<file path="config.mk">
export PLATFORM = sky130hd
export DESIGN_NAME = mem_wb_stage
export DESIGN_NICKNAME = d
export VERILOG_FILES = /design/src/rtl/mem_wb_pkg.sv /design/src/rtl/mem_wb_stage_load_align.sv /design/src/rtl/mem_wb_stage.sv
export SDC_FILE = /design/constraint.sdc
export NUM_CORES = 1
export LEC_CHECK = 0
export ABC_AREA = 1
export BUFFER_PORTS_ARGS = -buffer_cell sky130_fd_sc_hd__buf_2
export CAP_MARGIN = 25
export CORE_ASPECT_RATIO = 2
export CORE_UTILIZATION = 32
export CTS_CLUSTER_DIAMETER = 30
export DETAILED_ROUTE_END_ITERATION = 8
export GPL_ROUTABILITY_DRIVEN = 0
export PLACE_DENSITY = 0.55
export SETUP_SLACK_MARGIN = 0.2
export SLEW_MARGIN = 5
export SYNTH_ARGS = -nofsm -noshare
export SYNTH_HDL_FRONTEND = slang
export SYNTH_SLANG_ARGS = --single-unit
</file>
<file path="constraint.sdc">
create_clock -name clk -period 5.8 [get_ports clk]
set_clock_uncertainty 0.1 [all_clocks]
set_input_delay 1.45 -clock clk [delete_from_list [all_inputs] [get_ports clk]]
set_output_delay 1.45 -clock clk [all_outputs]
set_load 0.01 [all_outputs]
</file>
<file path="src/rtl/mem_wb_pkg.sv">
// mem_wb_pkg: shared encodings for the MEM->WB boundary and load alignment.
package mem_wb_pkg;
    localparam logic [1:0] WD_ALU   = 2'b00;
    localparam logic [1:0] WD_LOAD  = 2'b01;
    localparam logic [1:0] WD_PC4   = 2'b10;
    localparam logic [1:0] WD_AUIPC = 2'b11;
    localparam logic [2:0] F3_LB  = 3'b000;
    localparam logic [2:0] F3_LH  = 3'b001;
    localparam logic [2:0] F3_LW  = 3'b010;
    localparam logic [2:0] F3_LD  = 3'b011;
    localparam logic [2:0] F3_LBU = 3'b100;
    localparam logic [2:0] F3_LHU = 3'b101;
    localparam logic [2:0] F3_LWU = 3'b110;
    localparam int PC_INC = 4;
endpackage

</file>
<file path="src/rtl/mem_wb_stage_load_align.sv">
// load_align: picks the byte/half/word at a byte offset and sign- or zero-extends it.
module load_align
    import mem_wb_pkg::*;
#(
    parameter int XLEN = 32,
    parameter int OW   = $clog2(XLEN / 8)
) (
    input  logic [XLEN-1:0] rdata,
    input  logic [OW-1:0]   offset,
    input  logic [2:0]      funct3,
    output logic [XLEN-1:0] ext
);
    localparam logic [OW-1:0] H_MASK = ~OW'(1);
    localparam logic [OW-1:0] W_MASK = ~OW'(3);
    logic [7:0]  b;
    logic [15:0] h;
    logic [31:0] w;
    always_comb begin
        b = 8'(rdata >> {offset, 3'b000});
        h = 16'(rdata >> {offset & H_MASK, 3'b000});
        w = 32'(rdata >> {offset & W_MASK, 3'b000});
        case (funct3)
            F3_LB:   ext = XLEN'($signed(b));
            F3_LBU:  ext = XLEN'(b);
            F3_LH:   ext = XLEN'($signed(h));
            F3_LHU:  ext = XLEN'(h);
            F3_LW:   ext = XLEN'($signed(w));
            F3_LWU:  ext = XLEN'(w);
            F3_LD:   ext = (XLEN == 64) ? rdata : XLEN'($signed(w));
            default: ext = rdata;
        endcase
    end
endmodule

</file>
<file path="src/rtl/mem_wb_stage.sv">
// mem_wb_stage: registered MEM->WB boundary with stall/flush, load extension and retire counter.
module mem_wb_stage
    import mem_wb_pkg::*;
#(
    parameter int XLEN   = 32,
    parameter int REG_AW = 5,
    parameter int RET_W  = 32
) (
    input  logic              clk,
    input  logic              rst,
    input  logic              stall_i,
    input  logic              flush_i,
    input  logic              mem_valid_i,
    input  logic [31:0]       mem_inst_i,
    input  logic [1:0]        mem_wd_sel_i,
    input  logic              mem_rf_we_i,
    input  logic [XLEN-1:0]   mem_alu_c_i,
    input  logic [XLEN-1:0]   mem_auipc_i,
    input  logic [XLEN-1:0]   mem_pc_i,
    input  logic [XLEN-1:0]   mem_ram_rdata_i,
    output logic              wb_valid_o,
    output logic              wb_rf_we_o,
    output logic [REG_AW-1:0] wb_wr_o,
    output logic [XLEN-1:0]   wb_data_o,
    output logic [XLEN-1:0]   wb_pc_o,
    output logic [RET_W-1:0]  retire_cnt_o
);
    localparam int OW = $clog2(XLEN / 8);
    if (XLEN != 32 && XLEN != 64) begin : g_bad_xlen
        $error("mem_wb_stage: XLEN must be 32 or 64");
    end
    logic [4:0]      rd;
    logic [XLEN-1:0] ld, wd;
    logic            unused_inst;
    assign rd          = mem_inst_i[11:7];
    assign unused_inst = ^{mem_inst_i[31:15], mem_inst_i[6:0]};
    load_align #(.XLEN(XLEN), .OW(OW)) u_align (
        .rdata  (mem_ram_rdata_i),
        .offset (mem_alu_c_i[OW-1:0]),
        .funct3 (mem_inst_i[14:12]),
        .ext    (ld)
    );
    always_comb
        wd = mem_wd_sel_i == WD_ALU  ? mem_alu_c_i :
             mem_wd_sel_i == WD_LOAD ? ld :
             mem_wd_sel_i == WD_PC4  ? mem_pc_i + XLEN'(PC_INC) : mem_auipc_i;
    always_ff @(posedge clk) begin
        if (rst) begin
            wb_valid_o   <= 1'b0;
            wb_rf_we_o   <= 1'b0;
            wb_wr_o      <= '0;
            wb_data_o    <= '0;
            wb_pc_o      <= '0;
            retire_cnt_o <= '0;
        end else if (flush_i) begin
            wb_valid_o <= 1'b0;
            wb_rf_we_o <= 1'b0;
            wb_wr_o    <= '0;
            wb_data_o  <= '0;
            wb_pc_o    <= '0;
        end else if (!stall_i) begin
            wb_valid_o   <= mem_valid_i;
            wb_rf_we_o   <= mem_rf_we_i & mem_valid_i & (rd != 5'd0);
            wb_wr_o      <= REG_AW'(rd);
            wb_data_o    <= wd;
            wb_pc_o      <= mem_pc_i;
            retire_cnt_o <= retire_cnt_o + RET_W'(mem_valid_i);
        end
    end
endmodule

</file>
==> results of run 1 <==
==> layout by cell type, fill, tap and decap left out, drive strengths merged, types with 3 or more instances in the layout <==
cell and count:
a21oi 119, nor3b 3, nand2 322, diode 3, clkbuf 10, o21ai 122
nand4 11, clkinv 3, ha 3, nand3b 5, xnor2 3, inv 87
or2 15, nand3 78, nor3 23, buf 250, nor2 152, o211ai 5
xor2 9, dfxtp 103
==> kinds of logic (layout without fill, tap and decap cells) <==
| family | Yosys count | count (layout) | synth area share, % |
|---|---|---|---|
| simple gates | 612 | 612 | 39.8 |
| fa+ha+maj | 3 | 3 | 0.559 |
| compound gates | 255 | 255 | 19.5 |
| buf+inv | 134 | 352 | 7.85 |
| other cells | 0 | 3 | 0 |
| flops | 103 | 103 | 30.7 |
| xor+xnor | 12 | 12 | 1.57 |
==> routing by layer <==
metal | vias to the layer above | global-route usage [%]
li1 | 4084 | -
met1 | 3601 | 23.8
met2 | 298 | 51.2
met3 | 86 | 4.08
met4 | 0 | 21.4
met5 | - | 0
==> area by class of cell <==
| cell class | instances | area (µm²) |
|---|---|---|
| Tap cell | 266 | 333 |
| Fill cell | 2341 | 12000 |
| Inverter | 86 | 323 |
| Timing Repair Buffer | 250 | 1270 |
| Sequential cell | 103 | 2060 |
| Antenna cell | 3 | 7.51 |
| Clock inverter | 6 | 57.6 |
| Multi-Input combinational cell | 882 | 4130 |
| Clock buffer | 10 | 229 |
==> state kept, by name, summed over array words and instances (netlist names) <==
register / cells
retire_cnt_o: 32
wb_data_o: 32
wb_pc_o: 32
wb_wr_o: 5
wb_rf_we_o: 1
wb_valid_o: 1
==> cell usage after synthesis, types with 2 or more instances <==
cell	number	area, µm²
o21ai_0	117	586
a21oi_1	119	596
o21ai_1	5	25.0
nor2_4	5	56.3
nand3_2	5	50.1
o211ai_1	5	37.5
nand3b_1	5	37.5
inv_2	6	22.5
buf_2	10	50.1
nand2_2	6	37.5
nor3_2	8	80.1
o21bai_1	2	15.0
nor3_1	15	75.1
xnor2_1	3	26.3
o22ai_1	2	12.5
or2_2	15	93.8
nand4_2	2	25.0
nor2_1	142	533
inv_1	80	300
nand4_1	9	56.3
buf_1	4	15.0
dfxtp_1	103	2060
and3_1	2	12.5
nor3b_1	3	22.5
clkbuf_1	32	120
ha_1	3	37.5
nand2_1	316	1190
a31oi_1	2	12.5
nor2_2	5	31.3
xor2_1	9	78.8
nand3_1	73	365
==> how the worst max path moves through the flow <==
stage | startpoint | endpoint | slack, ps | cells after the start
2_1_floorplan | mem_valid_i | retire_cnt_o[20] | 2910 | 9
3_3_place_gp | mem_alu_c_i[1] | wb_data_o[13] | 1770 | 10
3_5_place_dp | mem_wd_sel_i[0] | wb_data_o[9] | 1800 | 9
4_1_cts | mem_wd_sel_i[0] | wb_data_o[9] | 2180 | 9
5_1_grt | mem_alu_c_i[1] | wb_data_o[13] | 1990 | 10
6_report | mem_wd_sel_i[0] | wb_data_o[9] | 2130 | 9
==> report_power, final <==
part	leakage (nW)	internal, mW	switching, mW
Combinational	3.02	0.113	0.224
Sequential	0.839	0.729	0.0103
Clock	0.132	0.298	0.293
==> worst register-to-register path: stages (launching register included) <==
cell and delay, ps:
dfxtp_1 350, ha_1 310, ha_1 310, nand2_1 120, nor2_4 170, nand4_2 180
nor2_2 220, nand3_1 120, o21ai_1 130, nor2_1 50
==> flow_metrics.py, run 1 <==
metrics = {
    "layout": {
        "fin_util_pct": 41.1,
        "finalInstanceArea_mm2": 0.00842,
        "finalNonFillerCells": 1606,
        "syn_to_final_growth_pct": 25.4,
        "fin_nets": 1503,
        "drive_gt1_share_pct": 23.9,
    },
    "drt": {
        "drt-total-wl_um": 28700,
        "wl_met2_um": 15500,
        "top_layer": "met4",
        "vias": 8069,
        "drtIter0Drc": 502,
        "ant_nets": 0,
        "wl_per_cell_um": 17.9,
        "m1WireLength_um": 9490,
        "met3WireLength_um": 1350,
        "viasPerCell": 5.02,
        "remaining_drc_errors": 0,
        "first_pass_iters": 6,
    },
    "logic_synthesis": {
        "synth_edf_count": 0,
        "synth_flop_cell": "dfxtp_1",
        "ys_types": 37,
        "synth.avg_cell_area_um2": 6.00,
        "yosys_warnings": 0,
        "synthesis.area_mm2": 0.00671,
        "ys_ff_latch": 103,
        "synth.yosys.seq_area_share_pct": 30.7,
        "syn_inst": 1119,
        "synth_nets": 1290,
        "async_reset_ff_share_pct": 0,
    },
    "power_and_ir_drop": {
        "power_density_mw_per_mm2": 198,
        "leakage_nw": 3.99,
        "vdd_ir_drop_max_v": 0.000121,
        "p_total_mw": 1.67,
    },
    "cts": {
        "cts_hold_buf": 0,
        "root_buffer": "clkbuf_16",
        "cts_tree": "done",
        "clk_pin_slew_worst_paths_ps": 80,
        "cts_sinks": 103,
        "numCtsBuffers": 9,
        "cts.path.max_buffers": 2,
        "cts_post_setup_buffers_inserted": 0,
        "clock_latency_ps": 350,
        "ctsResizeCount": 0,
        "ctsHtreeMaxLevel": 3,
    },
    "timing": {
        "hold_viol": 0,
        "period_needed_ps": 3670,
        "fin_tns_setup_ps": 0,
        "relSlewSlack_pct": 29.6,
        "worst_slack_ps": 2130,
        "finalHoldWorstSlack_ps": 362,
        "rsz0062_at_grt": "no",
        "final-setup-viol-count": 0,
        "tightest_slew_ps": 1060,
        "finalMaxSlewViolations": 0,
        "fin_crit_sh_pct": 63.3,
        "max_freq_mhz": 272,
    },
    "worst_setup_path": {
        "startpoint_type": "input pin",
        "endpoint_kind": "flop",
        "crit_required_ps": 5950,
        "cp_slowest_stage_delay_ps": 820,
        "cp_max_fo": 31,
        "r2r_cells": 9,
        "cp_top_family": "buffers and inverters",
        "regToRegStartpoint": "retire_cnt_o[0]",
        "ff2ff_setup_slack_ps": 3640,
        "crit_arrival_ps": 3820,
        "crit_buf_inv": 3,
        "worstPathCellList": "buf_2 > inv_2 > nand2_2 > inv_1 > o21ai_0 > a21oi_1 > o21ai_0 > nor2_1 > nor2_1",
        "worstSetupPathType": "in -> reg",
        "crit_slowest_cell": "inv_1",
        "worstReg2RegEnd": "retire_cnt_o[20]",
    },
    "floorplanning": {
        "coreArea_mm2": 0.0205,
        "fp.dieH_um": 207,
        "dieWidth_um": 104,
        "start_util_pct": 32.8,
        "placementRows": 74,
        "dieArea_mm2": 0.0216,
        "pin_count": 271,
    },
    "placed_design": {
        "portBuffers": 246,
        "placed_area_mm2": 0.00812,
        "place_ws_ps": 1800,
        "dp.cells": 1587,
        "hpwl_um": 23500,
    },
    "grt": {
        "grt_use_total_pct": 26.4,
        "antenna_found_initial": 2,
        "grt_pass1_wl_um": 42700,
        "gr-total-overflow": 0,
        "grt_max_degree": 74,
        "grt_pass1_vias": 7839,
    },
    "job": {
        "cap_violations": 0,
    },
    "hold_path": {
        "hold_depth": 2,
        "min_from": "wb_pc_o[3]",
        "whs_endpoint": "wb_pc_o[3]",
        "hold_class": "reg -> reg",
    },
    "status": {
        "status": "completed",
    },
}
Note: power is estimated with default switching activity, not from simulation.
==> run 2, diff against run 1 <==
clock period = 3.8 ns   (was 5.8 ns; I/O delays follow)
==> flow_metrics.py, run 2 (same netlist as run 1, synthesis figures left out) <==
metrics = {
    "power_and_ir_drop": {
        "p_total_mw": 2.64,
        "power_density_mw_per_mm2": 311,
        "leakage_nw": 4.05,
        "vdd_ir_drop_max_v": 0.000261,
    },
    "layout": {
        "top_regs": "retire_cnt_o: 32 flops, wb_data_o: 32 flops, wb_pc_o: 32 flops",
        "finalNonFillerCells": 1612,
        "register_area_mm2": 0.00206,
        "syn_to_final_growth_pct": 26.6,
        "fin_nets": 1509,
        "drive_gt1_share_pct": 24.3,
        "multi_input_area_mm2": 0.00413,
        "fillCellCount": 2317,
        "mostFrequentLayoutCell": "nand2_1",
        "final_cell_mix": "nand2_1 (316), buf_2 (246), nor2_1 (141)",
    },
    "timing": {
        "relSlewSlack_pct": 49.9,
        "fin_tns_setup_ps": 0,
        "finalMaxSlewViolations": 0,
        "fin_crit_sh_pct": 68.8,
        "tightest_slew_ps": 743,
        "period_needed_ps": 2610,
        "final-setup-viol-count": 0,
        "hold_viol": 0,
        "rsz0062_at_grt": "no",
        "max_freq_mhz": 383,
    },
    "placed_design": {
        "portBuffers": 246,
        "dp.cells": 1593,
        "hpwl_um": 23600,
    },
    "drt": {
        "wl_per_cell_um": 18.1,
        "vias": 8241,
        "drt-total-wl_um": 29200,
        "ant_nets": 0,
        "viasPerCell": 5.11,
        "first_pass_iters": 6,
        "drtIter0Drc": 542,
        "remaining_drc_errors": 0,
    },
    "cts": {
        "clock_latency_ps": 360,
        "clk_pin_slew_worst_paths_ps": 80,
        "cts_sinks": 103,
        "root_buffer": "clkbuf_16",
        "ctsResizeCount": 0,
        "cts_post_setup_buffers_inserted": 0,
        "ctsHtreeMaxLevel": 3,
        "numCtsBuffers": 9,
        "cts_hold_buf": 0,
        "cts.path.max_buffers": 2,
        "cts_tree": "done",
    },
    "floorplanning": {
        "coreArea_mm2": 0.0205,
        "start_util_pct": 32.8,
        "dieArea_mm2": 0.0216,
        "pin_count": 271,
        "placementRows": 74,
        "dieWidth_um": 104,
        "fp.dieH_um": 207,
    },
    "grt": {
        "grt_max_degree": 75,
        "grt_pass1_vias": 7986,
        "antenna_found_initial": 2,
        "grt_use_total_pct": 27.0,
        "grt_pass1_wl_um": 43700,
        "gr-total-overflow": 0,
    },
    "worst_setup_path": {
        "crit_required_ps": 3960,
        "worstSetupPathType": "in -> reg",
        "crit_start": "mem_alu_c_i[1]",
        "r2r_cells": 9,
        "regToRegStartpoint": "retire_cnt_o[0]",
        "cp_max_fo": 13,
        "startpoint_type": "input pin",
        "crit_arrival_ps": 2780,
        "endpoint_kind": "flop",
    },
    "status": {
        "status": "completed",
    },
    "hold_path": {
        "hold_class": "reg -> reg",
        "min_from": "wb_pc_o[3]",
        "hold_depth": 2,
    },
    "job": {
        "cap_violations": 0,
    },
}
==> run 2: changes by cell type in the layout (fill, tap and decap cells not counted), sizes merged <==
cell	delta
inv	+3
clkinv	-2
buf	+6
bufinv	+1
clkbuf	-1
clkinvlp	-1
==> run 2: per-stage QoR <==
stage | area (µm²) | utilization [%] | hold WS, ps | setup slack, ps
finish | 8500 | 41.5 | 365 | 1190
global route | 8500 | 41.5 | 389 | 1040
CTS | 8490 | 41.5 | 365 | 1260
detailed placement | 8180 | 40.0 | 353 | 879
global placement | 8180 | 40.0 | 351 | 872
floorplan | 6710 | - | 390 | 1410
==> run 2: worst paths after layout <==
path	endpoint	slack [ps]
worst min register to register	wb_pc_o[3]	360
worst max register to register	retire_cnt_o[20]	1660
worst max-delay path	wb_data_o[13]	1190
worst min-delay path	wb_pc_o[3]	360
==> run 2: routing by layer <==
metal / up-vias / track usage [%] / part of all wire [%]
li1: 4107 / - / -
met1: 3678 / 24.6 / 33
met2: 381 / 52.9 / 54
met3: 75 / 3.89 / 5.4
met4: 0 / 21.0 / 7.5
met5: - / 0 / 0
==> run 2: critical path, cell delays in order <==
cell and delay (ps):
buf_2 260, inv_1 270, o211ai_1 190, nand2_1 70, nand2_1 80, nand2_1 120
o21ai_0 410, nand4_1 280, nand2_1 120, inv_1 40
==> run 2: power breakdown <==
part	total (mW)	leakage (nW)	internal (mW)	switching (mW)
Sequential	1.13	0.839	1.11	0.0161
Clock	0.992	0.150	0.527	0.465
Combinational	0.524	3.06	0.178	0.346
Total	2.64	4.05	1.82	0.827
==> run 2: final cells by class <==
type,instances,share of cell area (%)
clock buffer,9,2.65
sequential,103,24.3
tap,266,3.92
antenna,3,0.0883
multi-input combinational,882,48.6
inverter,86,3.80
timing repair buffer,256,15.7
clock inverter,7,1.02
==> run 3, diff against run 2 <==
clock period = 2.7 ns   (was 3.8 ns; I/O delays follow)
==> flow_metrics.py, run 3 (same netlist as run 1, synthesis figures left out) <==
metrics = {
    "worst_setup_path": {
        "worstSetupPathType": "in -> reg",
        "cp_slowest_stage_delay_ps": 210,
        "cp_top_family": "simple AND/OR/NAND/NOR gates",
        "crit_required_ps": 2900,
        "endpoint_kind": "flop",
        "crit_buf_inv": 1,
        "startpoint_type": "input pin",
        "worstPathCellList": "buf_2 > ha_1 > nand2_2 > nor2_4 > nand2_2 > nor2_4 > nand3_1 > nand3_1 > nand2_1 > nand2_1 > nand2_1 > a21oi_1",
        "crit_slowest_cell": "ha_1",
        "crit_top_cell": "nand2_1",
        "cp_max_fo": 7,
        "crit_arrival_ps": 2320,
    },
    "floorplanning": {
        "coreArea_mm2": 0.0205,
        "fp.dieH_um": 207,
        "pin_count": 271,
        "dieArea_mm2": 0.0216,
        "dieWidth_um": 104,
        "placementRows": 74,
        "start_util_pct": 32.8,
    },
    "cts": {
        "clk_pin_slew_worst_paths_ps": 90,
        "cts_hold_buf": 0,
        "ctsResizeCount": 0,
        "cts.path.max_buffers": 2,
        "ctsHtreeMaxLevel": 3,
        "cts_post_setup_buffers_inserted": 0,
        "clock_latency_ps": 360,
        "root_buffer": "clkbuf_16",
        "cts_tree": "done",
        "cts_sinks": 103,
        "numCtsBuffers": 9,
    },
    "timing": {
        "max_freq_mhz": 472,
        "fin_crit_sh_pct": 78.5,
        "worst_slack_ps": 582,
        "fin_tns_setup_ps": 0,
        "finalMaxSlewViolations": 0,
        "final-setup-viol-count": 0,
        "hold_viol": 0,
        "relSlewSlack_pct": 59.6,
        "tightest_slew_ps": 599,
        "period_needed_ps": 2120,
        "rsz0062_at_grt": "no",
    },
    "layout": {
        "drive_gt1_share_pct": 25.0,
        "syn_to_final_growth_pct": 28.1,
        "fin_nets": 1521,
        "top_regs": "retire_cnt_o: 32 flops, wb_data_o: 32 flops, wb_pc_o: 32 flops",
        "final_cell_mix": "nand2_1 (316), buf_2 (246), nor2_1 (141)",
        "mostFrequentLayoutCell": "nand2_1",
    },
    "drt": {
        "first_pass_iters": 5,
        "ant_nets": 0,
        "drtIter0Drc": 460,
        "vias": 8135,
        "viasPerCell": 5.01,
        "wl_per_cell_um": 17.7,
        "remaining_drc_errors": 0,
        "drt-total-wl_um": 28700,
    },
    "grt": {
        "antenna_found_initial": 3,
        "grt_use_total_pct": 26.5,
        "grt_max_degree": 57,
        "grt_pass1_wl_um": 42700,
        "grt_pass1_vias": 7801,
        "gr-total-overflow": 0,
    },
    "status": {
        "status": "completed",
    },
    "power_and_ir_drop": {
        "leakage_nw": 4.11,
        "power_density_mw_per_mm2": 429,
        "p_total_mw": 3.69,
        "vdd_ir_drop_max_v": 0.000261,
    },
    "placed_design": {
        "place_ws_ps": 212,
        "hpwl_um": 23700,
        "portBuffers": 246,
    },
    "hold_path": {
        "hold_class": "reg -> reg",
    },
    "job": {
        "cap_violations": 0,
    },
}
==> run 3: final timing paths <==
| check | startpoint | end | slack, ps | depth (start not counted) |
|---|---|---|---|---|
| setup / recovery | mem_pc_i[3] | wb_data_o[24] | 580 | 12 |
| hold / removal | wb_pc_o[8] | wb_pc_o[8] | 360 | 2 |
| setup reg to reg | retire_cnt_o[0] | retire_cnt_o[20] | 710 | 9 |
| hold reg to reg | wb_pc_o[8] | wb_pc_o[8] | 360 | 2 |
==> run 3: worst register-to-register path, cell delays in order, from the launching register on <==
cell     delay, ps
dfxtp_1        350
ha_1           190
ha_1           270
nand2_1        120
nor2_4         160
nand4_2        180
nor2_2         210
nand3_1        110
o21ai_1        140
nor2_1          50
==> run 3: final cells by class <==
type | instances | area, µm²
diodes | 3 | 7.51
clock buffers | 9 | 225
flip-flops and latches | 103 | 2060
inverters | 86 | 323
repair buffers | 268 | 1430
multi-input cells | 882 | 4130
fillers | 2354 | 11900
clock inverters | 7 | 83.8
well taps | 266 | 333
==> run 3: stage by stage <==
| step | cell area (µm²) | util [%] | hold slack, ps | cells |
|---|---|---|---|---|
| 2_1_floorplan | 6710 | - | 390 | 1119 |
| 3_3_place_gp | 8280 | 40.5 | 351 | 1605 |
| 3_5_place_dp | 8280 | 40.5 | 352 | 1605 |
| 4_1_cts | 8590 | 42.0 | 364 | 1621 |
| 5_1_grt | 8590 | 42.0 | 386 | 1622 |
| 6_report | 8600 | 42.0 | 362 | 1624 |
==> run 3: metal layers <==
| layer | vias to the layer above | wire length [µm] | global-route usage (%) | share of wire [%] |
|---|---|---|---|---|
| met1 | 3597 | 9160 | 23.1 | 32 |
| li1 | 4131 | - | - | - |
| met5 | - | 0 | 0 | 0 |
| met2 | 312 | 15300 | 50.9 | 53 |
| met3 | 95 | 1540 | 4.33 | 5.4 |
| met4 | 0 | 2700 | 24.9 | 9.4 |
==> run 3: where the power goes <==
part / switching [mW] / internal [mW]
clock network: 0.687 / 0.669
registers: 0.0228 / 1.56
logic: 0.487 / 0.262
total: 1.20 / 2.50
